File: src/rtl/trace_pkg.sv
// Shared types for the trace buffer: entry kinds, entry header record and drop-counter width.
package trace_pkg;

    localparam int TAG_W  = 9;
    localparam int DROP_W = 8;

    typedef enum logic {
        KIND_REG = 1'b0,
        KIND_MEM = 1'b1
    } kind_t;

    // Data width is a module parameter, so the full {kind, tag, data} entry
    // is built in trace_buffer from this header plus a DATA_W payload.
    typedef struct packed {
        kind_t             kind;
        logic [TAG_W-1:0]  tag;
    } entry_hdr_t;

endpackage

File: src/rtl/trace_buffer_if.sv
// Show-ahead output stream of the trace buffer (head entry plus valid/ready).
interface trace_buffer_if
    import trace_pkg::*;
#(
    parameter int DATA_W = 32
) ();

    logic              out_valid;
    logic              out_ready;
    kind_t             out_kind;
    logic [TAG_W-1:0]  out_tag;
    logic [DATA_W-1:0] out_data;

    modport master (
        output out_valid,
        output out_kind,
        output out_tag,
        output out_data,
        input  out_ready
    );

    modport slave (
        input  out_valid,
        input  out_kind,
        input  out_tag,
        input  out_data,
        output out_ready
    );

endinterface

File: src/rtl/trace_fifo2w.sv
// Dual-push, single-pop, show-ahead FIFO; the caller guarantees push_n never exceeds free space.
module trace_fifo2w #(
    parameter int WIDTH = 42,
    parameter int DEPTH = 8
) (
    input  logic                   clk,
    input  logic                   reset,
    input  logic [1:0]             push_n,
    input  logic [WIDTH-1:0]       din0,
    input  logic [WIDTH-1:0]       din1,
    input  logic                   pop,
    output logic [WIDTH-1:0]       head,
    output logic [$clog2(DEPTH):0] count
);

    localparam int AW = $clog2(DEPTH);
    localparam int CW = AW + 1;

    logic [WIDTH-1:0] mem [DEPTH];
    logic [AW-1:0]    wp;
    logic [AW-1:0]    rp;

    // Storage carries no reset; only pointers and occupancy are cleared.
    always_ff @(posedge clk) begin
        if (push_n != 2'd0) mem[wp] <= din0;
        if (push_n == 2'd2) mem[wp + AW'(1)] <= din1;
    end

    always_ff @(posedge clk or negedge reset) begin
        if (!reset) begin
            wp    <= '0;
            rp    <= '0;
            count <= '0;
        end else begin
            wp    <= wp + AW'(push_n);
            rp    <= rp + AW'(pop);
            count <= count + CW'(push_n) - CW'(pop);
        end
    end

    assign head = mem[rp];

endmodule

File: src/rtl/trace_buffer.sv
// Captures core register-file and data-memory writes into a show-ahead trace FIFO,
// dropping events that do not fit and counting them.
module trace_buffer
    import trace_pkg::*;
#(
    parameter int DATA_W = 32,
    parameter int DEPTH  = 8
) (
    input  logic                   clk,
    input  logic                   reset,
    input  logic                   reg_write_sig,
    input  logic [4:0]             reg_num,
    input  logic [DATA_W-1:0]      reg_data,
    input  logic                   wr,
    input  logic [8:0]             addr,
    input  logic [DATA_W-1:0]      wr_data,
    input  logic                   clr,
    trace_buffer_if.master         stream,
    output logic [$clog2(DEPTH):0] count,
    output logic                   overflow,
    output logic [DROP_W-1:0]      drop_cnt
);

    localparam int CW = $clog2(DEPTH) + 1;

    typedef struct packed {
        entry_hdr_t        hdr;
        logic [DATA_W-1:0] data;
    } entry_t;

    entry_t      reg_ent, mem_ent, din0, din1, head;
    logic        reg_ev, mem_ev, pop;
    logic [1:0]  n_ev, push_n, n_drop;
    logic [CW-1:0] free;

    function automatic logic [DROP_W-1:0] sat_add(input logic [DROP_W-1:0] a,
                                                  input logic [1:0]        b);
        logic [DROP_W:0] s;
        s = {1'b0, a} + (DROP_W + 1)'(b);
        return s[DROP_W] ? '1 : s[DROP_W-1:0];
    endfunction

    assign reg_ev  = reg_write_sig && (reg_num != 5'd0);
    assign mem_ev  = wr;
    assign reg_ent = {KIND_REG, 4'b0, reg_num, reg_data};
    assign mem_ent = {KIND_MEM, addr, wr_data};

    // Room is judged before this cycle's pop; the register event always takes the first slot.
    assign n_ev   = {1'b0, reg_ev} + {1'b0, mem_ev};
    assign free   = CW'(DEPTH) - count;
    assign push_n = (free >= CW'(n_ev)) ? n_ev : free[1:0];
    assign n_drop = n_ev - push_n;
    assign din0   = reg_ev ? reg_ent : mem_ent;
    assign din1   = mem_ent;

    assign stream.out_valid = (count != '0);
    assign pop              = stream.out_valid && stream.out_ready;
    assign stream.out_kind  = head.hdr.kind;
    assign stream.out_tag   = head.hdr.tag;
    assign stream.out_data  = head.data;

    trace_fifo2w #(
        .WIDTH ($bits(entry_t)),
        .DEPTH (DEPTH)
    ) u_fifo (
        .clk    (clk),
        .reset  (reset),
        .push_n (push_n),
        .din0   (din0),
        .din1   (din1),
        .pop    (pop),
        .head   (head),
        .count  (count)
    );

    // A clear in the same cycle as drops discards those drops.
    always_ff @(posedge clk or negedge reset) begin
        if (!reset) begin
            overflow <= 1'b0;
            drop_cnt <= '0;
        end else if (clr) begin
            overflow <= 1'b0;
            drop_cnt <= '0;
        end else if (n_drop != 2'd0) begin
            overflow <= 1'b1;
            drop_cnt <= sat_add(drop_cnt, n_drop);
        end
    end

endmodule

File: src/flat_wrapper.sv
// flat-port wrapper written by rule: the top's interface ports become plain ports
module trace_buffer_flat import trace_pkg::*;
#(
    parameter int DATA_W = 32,
    parameter int DEPTH  = 8
)
  (clk, reset, reg_write_sig, reg_num, reg_data, wr, addr, wr_data, clr, count, overflow, drop_cnt, stream_out_valid, stream_out_kind, stream_out_tag, stream_out_data, stream_out_ready);
  trace_buffer_if #(.DATA_W(DATA_W)) stream_i ();
  input  logic clk;
  input  logic reset;
  input  logic reg_write_sig;
  input  logic [4:0] reg_num;
  input  logic [DATA_W-1:0] reg_data;
  input  logic wr;
  input  logic [8:0] addr;
  input  logic [DATA_W-1:0] wr_data;
  input  logic clr;
  output logic [$clog2(DEPTH):0] count;
  output logic overflow;
  output logic [DROP_W-1:0] drop_cnt;
  output wire logic [$bits(stream_i.out_valid)-1:0] stream_out_valid;
  output wire logic [$bits(stream_i.out_kind)-1:0] stream_out_kind;
  output wire logic [$bits(stream_i.out_tag)-1:0] stream_out_tag;
  output wire logic [$bits(stream_i.out_data)-1:0] stream_out_data;
  input wire logic [$bits(stream_i.out_ready)-1:0] stream_out_ready;
  assign stream_out_valid = stream_i.out_valid;
  assign stream_out_kind = stream_i.out_kind;
  assign stream_out_tag = stream_i.out_tag;
  assign stream_out_data = stream_i.out_data;
  assign stream_i.out_ready = stream_out_ready;
  trace_buffer #(.DATA_W(DATA_W), .DEPTH(DEPTH)) u_core (.clk(clk), .reset(reset), .reg_write_sig(reg_write_sig), .reg_num(reg_num), .reg_data(reg_data), .wr(wr), .addr(addr), .wr_data(wr_data), .clr(clr), .stream(stream_i), .count(count), .overflow(overflow), .drop_cnt(drop_cnt));
endmodule
File: config.mk
export PLATFORM = sky130hd
export DESIGN_NAME = trace_buffer_flat
export DESIGN_NICKNAME = d
export VERILOG_FILES = /design/src/rtl/trace_pkg.sv /design/src/rtl/trace_buffer_if.sv /design/src/rtl/trace_fifo2w.sv /design/src/rtl/trace_buffer.sv /design/src/flat_wrapper.sv
export SDC_FILE = /design/constraint.sdc
export NUM_CORES = 1
export LEC_CHECK = 0
export CAP_MARGIN = 20
export CORE_UTILIZATION = 35
export DETAILED_ROUTE_END_ITERATION = 7
export HOLD_SLACK_MARGIN = 0.06
export PLACE_DENSITY = 0.63
export SYNTH_ARGS = -nofsm -noshare
export SYNTH_HDL_FRONTEND = slang
export SYNTH_SLANG_ARGS = --single-unit
File: constraint.sdc
create_clock -name clk -period 10.1 [get_ports clk]
set_clock_uncertainty 0.1 [all_clocks]
set_input_delay 2.02 -clock clk [delete_from_list [all_inputs] [get_ports clk]]
set_output_delay 2.02 -clock clk [all_outputs]
set_load 0.02 [all_outputs]
## After elaboration in Yosys (flattened, before gate mapping)

Memories as Yosys holds them, arrays and structs flattened.
Cells that the tools add are included.

- $add $sub $neg: 9
- Order comparisons: 1
- Eq/ne operators: 1
- Multiplexer cells: 11
- Reduce and logical (&&, ||, !) cells: 7

Operator list:

| cell | count |
|---|---|
| 2-to-1 mux 42 bit | 1 |
| 2-to-1 mux 8 bit | 3 |
| adder 8 x 2 -> 9 bit | 1 |
| 2-to-1 mux 1 bit | 6 |
| nonzero test 2 bit | 3 |
| nonzero test 5 bit | 1 |
| adder 4 x 2 -> 4 bit | 1 |
| >= comparator 4 x 2 -> 1 bit | 1 |
| nonzero test 4 bit | 1 |
| subtractor 4 x 1 -> 4 bit | 1 |
| subtractor 4 bit, first input constant | 1 |
| adder 3 x 1 -> 3 bit | 1 |
| adder 3 x 1 -> 3 bit, second input constant | 1 |
| adder 3 x 2 -> 3 bit | 1 |
| adder 1 x 1 -> 2 bit | 1 |
| equality test 2 bit, second input constant | 1 |
| logical AND 1 bit | 2 |
| 2-to-1 mux 2 bit | 1 |
| subtractor 2 bit | 1 |

- Bits in registers: 19
- Memory bits (writable): 336
- Bits of input ports: 84
- Output and inout bits: 56
- Word-level logic and storage cells: 35
- Memories: 1

Memories:

| memory | depth | width | rd ports | clocked after Yosys merged registers in | write ports | RTL line | source |
|---|---|---|---|---|---|---|---|
| u_core.u_fifo.mem | 8 | 42 | 1 | 0 | 2 | trace_fifo2w.sv:19 | `logic [WIDTH-1:0] mem [DEPTH];` |

## Longest topological paths before layout

Gate-level depths: netlist of run 1.

- Depth in word-level cells: 10
- Gate-level depth with buffers: 21
- Mapped depth without buffers: 19

## Cells and area by module

Synthesis of run 1 repeated with hierarchy kept, for this count alone.

- Cells, all modules: 1137
- Area total of the unflattened synthesis: 18577.8 um2

Modules (own cells, without submodules):

| module | instances | cells an instance | area an instance (um2) |
|---|---|---|---|
| trace_fifo2w | 1 | 922 | 17270.3 |
| trace_buffer | 1 | 215 | 1307.5 |

## Worst setup path before layout of run 1

No wires, ideal clock.

- Kind: in2reg
- Start: input port reg_num[4]
- End: memory u_core.u_fifo.mem[3][0], enable pin
- Data arrival time: 7948 ps
- Path slack: 1555 ps
- Stages on the path: 13
- Path buffers: 3
- Path through: or4_1 o21ai_1 buf_2 inv_1 clkbuf_1 ha_1 ha_1 nand2b_1 a211o_1 nor4b_4 nor2_4 buf_4 o21ai_0

RTL lines:

| what | RTL line | source |
|---|---|---|
| start, declared | flat_wrapper.sv:12 | `input logic [4:0] reg_num;` |
| end, declared | trace_fifo2w.sv:19 |  |

==> results_dict.tcl, run 1 <==
set metrics [dict create \
    die-area_um2 52200 \
    status "complete, no violations" \
    reg2reg_depth 9 \
    r2r-end "u_core.u_fifo.mem[0][7]$_DFFE_PP_" \
    maxCapViolations 0 \
    core_um2 50380 \
    io_pins 140 \
    grt_use_total_pct 18.48 \
    hold_depth 1 \
    yosys.area.top_type "edfxtp_1" \
    crit_path_start_kind "primary input" \
    clkTransAtPathRegs_ns 0.06 \
    rsz0062_at_grt "no" \
    hp-class "reg2reg" \
    cts_max_path_buffers 3 \
    peakVddDrop_mv 0.1286 \
    synth_edf_count 328 \
    cts_resized 0 \
    drtAntennaViolNets 0 \
    post-route-period-util_pct 69.50 \
    port_buffers 139 \
    root_buffer "clkbuf_16" \
    clkLatencyLatePin_ns 0.53 \
    crit_required_ns 10.25 \
    setup_viol 0 \
    syn2layout_area_growth_pct 17.08 \
    fin_ws_ns 3.081 \
    synth_top_flop_cell "edfxtp_1" \
    whs_endpoint "u_core.u_fifo.mem[3][41]$_SDFFE_PP1P_" \
    reg2reg_slack_ns 5.55 \
    cp_slowest_cell "or4_1" \
    dp.cells 1862 \
    slowest_delay_ns 0.72 \
    ys_ff_latch 355 \
    grt_first_pass_wirelength_um 73950 \
    drc 0 \
    initial_utilization_pct 35.63 \
    crit_path_max_fanout 41 \
    arrival_ns 7.17 \
    nNetsFinal 1335 \
    worstMarginPinSlew_ns 0.9521 \
    drive_gt1_share_pct 18.68 \
    yosysWarnings 0 \
    grt_overflow_total 0 \
    cts_tree "yes" \
    clock.fmax_mhz 142.5 \
    layout_min_cycle_time_ns 7.019 \
    cts_inserted_buffers 38 \
    ys_seq_area_share_pct 58.41 \
    cts-htree-levels 2 \
    synthesis.nets 1262 \
    grt_max_degree 51 \
    post_cts_buffers 0 \
    yosys-top-cells-count "328 x edfxtp_1, 296 x o2bb2ai_1, 84 x mux4_2" \
    synth.distinct_cells 54 \
    vias_per_cell 5.761 \
    drt-pass1-iter-count 5 \
    routed_wl_um 48310 \
    postSynthAreaPerCell_um2 15.50 \
    relSlewSlack_pct 34.71 \
    die_w_um 228.5 \
    power.density_nw_per_um2 296.0 \
    slew_violations 0 \
    n_fill_cell 4471 \
    ys_top_cells_by_area "edfxtp_1 55%, o2bb2ai_1 14%, mux4_2 11%" \
    placementRows 82 \
    hpwlAfterDp_um 29040 \
    wire_per_inst_um 25.03 \
    drt-initial-drc-count 847 \
    routabilityCongestion 0.7443 \
    hold_start "u_core.u_fifo.mem[3][41]$_SDFFE_PP1P_" \
    path_class "in2reg" \
    path_cells "clkdlybuf4s50_1 -> or4_1 -> o21ai_4 -> inv_1 -> ha_1 -> ha_1 -> nand2b_1 -> a211o_1 -> or4_1 -> nand4b_1 -> buf_4 -> nand2_2 -> buf_4" \
    synth.most_common_cell "edfxtp_1" \
    antenna_cells 0 \
    r2r-start "u_core.u_fifo.count[0]$_DFF_PN0_" \
    fin_cells 1930 \
    tns_ns 0 \
    finalHoldViolations 0 \
    antenna_found_initial 0 \
    die_height_um 228.5 \
    fin_util_pct 41.72 \
    p_leak_uw 0.006970 \
    synthArstFlopShare_pct 5.352 \
    cts_hold_buffers 0 \
    crit_path_end_kind "register" \
    synthesis.area_um2 17950 \
    vias 11120 \
    synth_cells 1158 \
    grt_pass1_vias 11690 \
    whs_ns 0.3628 \
    pre_cts_ws_ns 2.524 \
    cts_sinks 355 \
    synth_top_area_share_pct 54.87 \
]
[per-stage QoR]
| step | power (uW) | instance area (um2) |
|---|---|---|
| 2_1_floorplan | 4012 | 17950 |
| 3_3_place_gp | 4919 | 19830 |
| 3_5_place_dp | 4964 | 19860 |
| 4_1_cts | 6263 | 20990 |
| 5_1_grt | 6521 | 21020 |
| 6_report | 6222 | 21020 |
[sequential cells by signal (all words and copies together) (netlist names)]
register             flops
u_core.u_fifo.mem      336
u_core.drop_cnt          8
u_core.u_fifo.count      4
u_core.u_fifo.rp         3
u_core.u_fifo.wp         3
u_core.overflow          1
[area by class of cell]
| cell class | count | area [um2] | area share (%) |
|---|---|---|---|
| tap | 672 | 840.8 | 4.001 |
| clock buffer | 45 | 998.5 | 4.751 |
| sequential | 355 | 10490 | 49.93 |
| clock inverter | 22 | 128.9 | 0.6132 |
| timing repair buffer | 167 | 1638 | 7.793 |
| inverter | 18 | 67.56 | 0.3215 |
| multi-input combinational | 651 | 6849 | 32.59 |
[worst max path at each step]
| stage | depth (start not counted) | startpoint | to | slack (ns) |
|---|---|---|---|---|
| 2_1_floorplan | 13 | reg_num[4] | u_core.u_fifo.mem[3][0]$_DFFE_PP_ | 1.56 |
| 3_3_place_gp | 12 | reg_num[4] | u_core.u_fifo.mem[5][11]$_DFFE_PP_ | 2.58 |
| 3_5_place_dp | 12 | reg_num[4] | u_core.u_fifo.mem[5][2]$_DFFE_PP_ | 2.52 |
| 4_1_cts | 12 | reg_num[4] | u_core.u_fifo.mem[5][12]$_DFFE_PP_ | 3.08 |
| 5_1_grt | 12 | reg_num[4] | u_core.u_fifo.mem[5][17]$_DFFE_PP_ | 2.83 |
| 6_report | 13 | reg_num[4] | u_core.u_fifo.mem[0][7]$_DFFE_PP_ | 3.08 |
[power breakdown]
part	internal [uW]	switching [uW]	leakage (uW)	total, uW
registers	2110	165	0.00358	2270
clock network	730	568	0.000559	1300
logic	1130	1520	0.00283	2650
total	3970	2250	0.00697	6220
[cell families after synthesis]
group | synth area share (%)
flops | 58.41
mux | 15.30
simple gates | 3.917
fa+ha+maj | 1.519
compound gates | 16.29
buf+inv | 4.029
xor+xnor | 0.5367
[placed cells by master (no fill, tap or decap), types with 4 or more instances in the layout]
cell,synthesis,final
o2bb2ai_1,296,296
and2_1,33,33
clkbuf_16,0,39
nor3_1,4,4
buf_4,9,25
edfxtp_1,328,328
nand4_1,4,4
o21ai_4,0,5
clkdlybuf4s50_1,0,139
o22ai_1,4,4
xor2_1,4,4
clkbuf_1,22,6
inv_1,18,18
nor2_1,25,21
dfxtp_1,8,8
mux2i_1,37,37
dfrtp_1,19,16
mux2_2,43,43
nor2_4,1,5
a211o_1,5,5
clkinv_1,0,11
o22a_1,5,5
nand2_1,19,15
xnor2_1,7,7
nand2_2,0,4
ha_1,17,17
o211ai_1,4,4
clkinv_2,0,8
o21ai_1,5,4
mux4_2,84,84
[layer usage]
metal | global-route usage [%] | part of all wire (%)
met5 | 0 | 0
met4 | 5.159 | 2.3
met3 | 2.919 | 5.7
met2 | 32.14 | 50
met1 | 23.75 | 42
[critical path, delay by kind of cell]
family / cells / cell delay (ns)
adder cells (fa/ha/maj): 2 / 0.70
AND/OR/NAND/NOR: 5 / 2.20
buffers and inverters: 4 / 1.64
AO/OA/AOI/OAI: 2 / 0.54
Power figures use the tool's default switching activity.
==> run 2: changes to the inputs <==
clock period = 6.6 ns   (was 10.1 ns; I/O delays follow)
==> run 2 against run 1 <==
Highest routed layer unchanged. Core utilization up 0.59 points. Register-to-register slack got worse by 3.3 ns. Sequential power is 58% higher. Sequential share of layout area fell by 0.69 points. Global-route usage is 1.7 points higher. Clock power increased by 65%. Via count grew 3.8%. Critical path depth grew 5. Cell area is 1.4% higher. Power increased by 59%. Critical endpoint is now u_core.drop_cnt[5]$_DFFE_PN0P_. Hold slack better by 0.0036 ns. Routed wire length is 9.4% higher.
==> results_dict.tcl, run 2 (synthesis gave the netlist of run 1 again) <==
set metrics [dict create \
    drc 0 \
    routed_wl_um 52840 \
    internal-power_uw 6245 \
    whs_ns 0.3664 \
    clkPwrFrac_pct 21.7 \
    largest_reg_flops 336 \
    finalInstanceArea_um2 21310 \
    drt-pass1-iter-count 5 \
    dp.cells 1873 \
    finalHoldViolations 0 \
    vias_per_cell 5.932 \
    slew_violations 0 \
    placementRows 82 \
    grt_use_total_pct 20.15 \
    post-route-period-util_pct 87.06 \
    crit_required_ns 6.93 \
    core_um2 50380 \
    final_common_cell "edfxtp_1" \
    die_w_um 228.5 \
    nNetsFinal 1348 \
    antenna_cells 0 \
    top_register "u_core.u_fifo.mem" \
    crit_path_start_kind "primary input" \
    reg_top3 "u_core.u_fifo.mem: 336 flops, u_core.drop_cnt: 8 flops, u_core.u_fifo.count: 4 flops" \
    wire_per_inst_um 27.15 \
    cts_resized 0 \
    cts_sinks 355 \
    grt_max_degree 69 \
    placed_area_um2 20080 \
    io_pins 140 \
    cts_max_path_buffers 3 \
    hpwlAfterDp_um 29690 \
    maxCapViolations 0 \
    rsz0062_at_grt "no" \
    syn2layout_area_growth_pct 18.72 \
    setup_viol 0 \
    fin_cells 1946 \
    crit_path_max_fanout 5 \
    grt_pass1_vias 12170 \
    p_sw_uw 3623 \
    arrival_ns 6.08 \
    root_buffer "clkbuf_16" \
    antenna_found_initial 0 \
    hp-class "reg2reg" \
    path_class "in2reg" \
    clkLatencyLatePin_ns 0.54 \
    initial_utilization_pct 35.63 \
    clkTransAtPathRegs_ns 0.05 \
    final_cell_mix "328 x edfxtp_1, 296 x o2bb2ai_1, 139 x clkdlybuf4s50_1, 84 x mux4_2" \
    cts_inserted_buffers 41 \
    crit_path_end_kind "register" \
    drive_gt1_share_pct 19.47 \
    relSlewSlack_pct 19.99 \
    seq_power_share_pct 36.3 \
    p_leak_uw 0.007094 \
    drtAntennaViolNets 0 \
    power.density_nw_per_um2 463.0 \
    cts-htree-levels 2 \
    cts_tree "yes" \
    die_height_um 228.5 \
    grt_overflow_total 0 \
    status "complete, no violations" \
    peakVddDrop_mv 0.1982 \
    drt-initial-drc-count 1017 \
    clock.fmax_mhz 174.0 \
    worstMarginPinSlew_ns 1.200 \
    post_cts_buffers 0 \
    routabilityCongestion 0.7974 \
    layout_min_cycle_time_ns 5.746 \
    fin_util_pct 42.31 \
    combPwrFrac_pct 42.0 \
    vias 11540 \
    port_buffers 139 \
    die-area_um2 52200 \
    grt_first_pass_wirelength_um 78350 \
    swShare_pct 36.72 \
    cts_hold_buffers 0 \
]
-- run 2: changes by cell type in the layout (fill, tap and decap cells not counted) --
cell | before | now
buf_12 | 1 | 12
buf_16 | 1 | 0
buf_4 | 25 | 26
buf_6 | 1 | 0
clkbuf_1 | 6 | 12
clkbuf_16 | 39 | 43
clkinv_1 | 11 | 8
clkinv_2 | 8 | 7
-- run 2: final timing paths --
| path | start | cells past startpoint | to | slack (ns) |
|---|---|---|---|---|
| min in group asynchronous | reset | 1 | u_core.drop_cnt[7]$_DFFE_PN0P_ | 1.19 |
| max | reg_num[3] | 18 | u_core.drop_cnt[5]$_DFFE_PN0P_ | 0.85 |
| min reg2reg | u_core.u_fifo.mem[7][41]$_SDFFE_PP1P_ | 1 | u_core.u_fifo.mem[7][41]$_SDFFE_PP1P_ | 0.37 |
| max in group asynchronous | reset | 1 | u_core.u_fifo.rp[1]$_DFF_PN0_ | 4.55 |
| min | u_core.u_fifo.mem[7][41]$_SDFFE_PP1P_ | 1 | u_core.u_fifo.mem[7][41]$_SDFFE_PP1P_ | 0.37 |
| max reg2reg | u_core.u_fifo.count[0]$_DFF_PN0_ | 14 | u_core.drop_cnt[5]$_DFFE_PN0P_ | 2.27 |
-- run 2: critical path, stage by stage --
cell	delay [ns]
clkdlybuf4s50_1	0.43
or4_1	0.56
o21ai_4	0.19
inv_1	0.09
ha_1	0.31
ha_1	0.27
nand2b_1	0.17
a211o_1	0.39
nand2b_1	0.22
a21o_1	0.23
ha_1	0.28
inv_1	0.06
ha_1	0.21
fa_1	0.45
nand3_1	0.16
nor2_1	0.12
or4_1	0.47
o211a_1	0.14
-- run 2: metal layers --
layer	up-vias	routed length, um	global-route usage (%)	part of all wire [%]
li1	4986	-	-	-
met1	5997	21740	26.41	41
met2	468	26090	33.87	49
met3	93	3397	2.732	6.4
met4	0	1605	7.697	3.0
met5	-	0	0	0
-- run 2: power by group through the flow --
stage	registers (uW)	logic, uW	clock network, uW
final	3580	4140	2140
after global routing	3640	4410	2250
after CTS	3590	4190	2170
after detailed placement	3630	4170	0
after global placement	3610	4140	0
after floorplan	3420	2700	0
-- run 2: final cells by class --
class / count / area [um2]
clock buffer: 55 / 1121
clock inverter: 18 / 112.6
fill: 4510 / 29060
inverter: 18 / 67.56
multi-input combinational: 651 / 6849
sequential: 355 / 10490
tap: 672 / 840.8
timing repair buffer: 177 / 1827
-- run 2: metrics by stage --
step	total power (uW)	worst slack, ns	TNS (ns)
after floorplan	6124	-0.1359	-22.28
after global placement	7745	0.3430	0
after detailed placement	7807	0.2980	0
after CTS	9950	0.8656	0
after global routing	10310	0.6303	0
final	9868	0.8541	0
==> run 3: changes to the inputs <==
RECOVER_POWER = 50   (was not set)
==> run 3 against run 2 <==
The run now ends with capacitance limit, slew limit left. Cell count is the same. Clock power is essentially flat. Sequential share of layout area grew 0.16 points. Setup slack lost 0.30 ns. Hold slack lost 0.0026 ns. First-iteration DRC count shrank 1.7%. Critical endpoint is now u_core.u_fifo.mem[5][4]$_DFFE_PP_. Largest cell class unchanged. Largest power group unchanged. Highest routed layer is now met5.
==> results_dict.tcl, run 3 (synthesis gave the netlist of run 1 again) <==
set metrics [dict create \
    status "complete, but fails checks" \
    violations "capacitance limit, slew limit" \
    cts_inserted_buffers 41 \
    arrival_ns 6.21 \
    worstMarginPinSlew_ns 1.992 \
    top_register "u_core.u_fifo.mem" \
    clkLatencyLatePin_ns 0.54 \
    cts_resized 0 \
    cts_max_path_buffers 3 \
    n_fill_cell 4527 \
    crit_path_max_fanout 27 \
    initial_utilization_pct 35.63 \
    power_uw 9764 \
    drive_gt1_share_pct 18.84 \
    crit_required_ns 6.76 \
    cts_hold_buffers 0 \
    path_class "in2reg" \
    antenna_found_initial 1 \
    cp-startpoint "reg_num[3]" \
    placementRows 82 \
    grt_overflow_total 0 \
    hold_depth 1 \
    rsz0062_at_grt "no" \
    pre_cts_ws_ns 0.2980 \
    drt-initial-drc-count 1000 \
    root_buffer "clkbuf_16" \
    whs_endpoint "u_core.u_fifo.mem[7][41]$_SDFFE_PP1P_" \
    finalHoldViolations 0 \
    reg2reg_slack_ns 2.17 \
    vias_per_cell 5.919 \
    final_common_cell "edfxtp_1" \
    reg2reg_depth 9 \
    crit_path_start_kind "primary input" \
    post-route-period-util_pct 91.62 \
    fin_cells 1946 \
    slew_violations 69 \
    nNetsFinal 1348 \
    wire_per_inst_um 27.14 \
    drc 0 \
    routabilityCongestion 0.7974 \
    grt_pass1_vias 12170 \
    setup_viol 0 \
    relSlewSlack_pct -32.78 \
    crit_buf_inv 3 \
    power.density_nw_per_um2 459.9 \
    grt_first_pass_wirelength_um 78350 \
    final_cell_mix "328 x edfxtp_1, 296 x o2bb2ai_1, 85 x clkdlybuf4s50_1, 84 x mux4_2, 54 x dlygate4sd3_1" \
    io_pins 140 \
    drtAntennaViolNets 0 \
    clkTransAtPathRegs_ns 0.05 \
    post_cts_buffers 0 \
    cts_sinks 355 \
    syn2layout_area_growth_pct 18.28 \
    vias 11520 \
    peakVddDrop_mv 0.1964 \
    port_buffers 139 \
    r2r-start "u_core.u_fifo.count[0]$_DFF_PN0_" \
    r2r-end "u_core.u_fifo.mem[5][4]$_DFFE_PP_" \
    cp_slowest_cell "nor2_2" \
    core_um2 50380 \
    cts-htree-levels 2 \
    p_leak_uw 0.007128 \
    hp-class "reg2reg" \
    cts_tree "yes" \
    antenna_cells 0 \
    fin_ws_ns 0.5529 \
    die_w_um 228.5 \
    grt_max_degree 69 \
    maxCapViolations 1 \
    die_height_um 228.5 \
    drt-pass1-iter-count 5 \
    layout_min_cycle_time_ns 6.047 \
    clock.fmax_mhz 165.4 \
    crit_path_end_kind "register" \
    hold_start "u_core.u_fifo.mem[7][41]$_SDFFE_PP1P_" \
    die-area_um2 52200 \
    largest_reg_flops 336 \
    routed_wl_um 52810 \
    hpwlAfterDp_um 29690 \
    path_delay_family "simple AND/OR/NAND/NOR gates" \
    reg_top3 "u_core.u_fifo.mem: 336 flops, u_core.drop_cnt: 8 flops, u_core.u_fifo.count: 4 flops" \
    dp.cells 1873 \
    grt_use_total_pct 20.15 \
    slowest_delay_ns 0.94 \
    path_cells "clkdlybuf4s50_1 -> or4_1 -> o21ai_0 -> inv_1 -> ha_1 -> ha_1 -> nand2b_1 -> a211o_1 -> o211a_2 -> nor2_2 -> nor2_2 -> buf_12 -> o2bb2ai_1" \
]
[run 3: worst max path at each step]
stage / endpoint / slack (ns) / depth (start not counted)
after detailed placement: u_core.drop_cnt[5]$_DFFE_PN0P_ / 0.30 / 18
after CTS: u_core.drop_cnt[5]$_DFFE_PN0P_ / 0.87 / 18
final: u_core.u_fifo.mem[5][4]$_DFFE_PP_ / 0.55 / 13
after floorplan: u_core.u_fifo.mem[1][0]$_DFFE_PP_ / -0.14 / 13
after global routing: u_core.drop_cnt[5]$_DFFE_PN0P_ / 0.39 / 18
after global placement: u_core.drop_cnt[5]$_DFFE_PN0P_ / 0.34 / 18
[run 3: area by class of cell]
type / count / area (um2) / area share, %
inverters: 18 / 67.56 / 0.3182
flip-flops and latches: 355 / 10490 / 49.40
clock buffers: 55 / 1121 / 5.280
clock inverters: 18 / 112.6 / 0.5303
well taps: 672 / 840.8 / 3.960
multi-input cells: 651 / 6810 / 32.07
repair buffers: 177 / 1792 / 8.438
[run 3: stage by stage]
stage	utilization, %	area (um2)	hold slack (ns)	setup TNS, ns
floorplan	-	17950	0.3300	-22.28
finish	42.15	21230	0.3638	0
global route	42.15	21230	0.3958	0
detailed placement	39.86	20080	0.3505	0
CTS	42.31	21310	0.3694	0
global placement	39.86	20080	0.3387	0
[run 3: per-layer routing]
| metal | wire, um | global-route usage (%) |
|---|---|---|
| met1 | 21780 | 26.41 |
| met2 | 26230 | 33.87 |
| met3 | 3223 | 2.732 |
| met4 | 1563 | 7.697 |
| met5 | 13 | 0 |
[run 3: report_power, final]
group | switching (uW) | internal (uW)
clock network | 917 | 1230
registers | 361 | 3220
logic | 2330 | 1710
total | 3610 | 6160
[run 3: worst reg2reg max path: cells and delay by family, from the launching register on]
family	cells	cell delay, ns
compound gates	3	0.87
fa+ha+maj	2	0.74
buf+inv	2	0.49
flops	1	0.53
simple gates	2	1.41
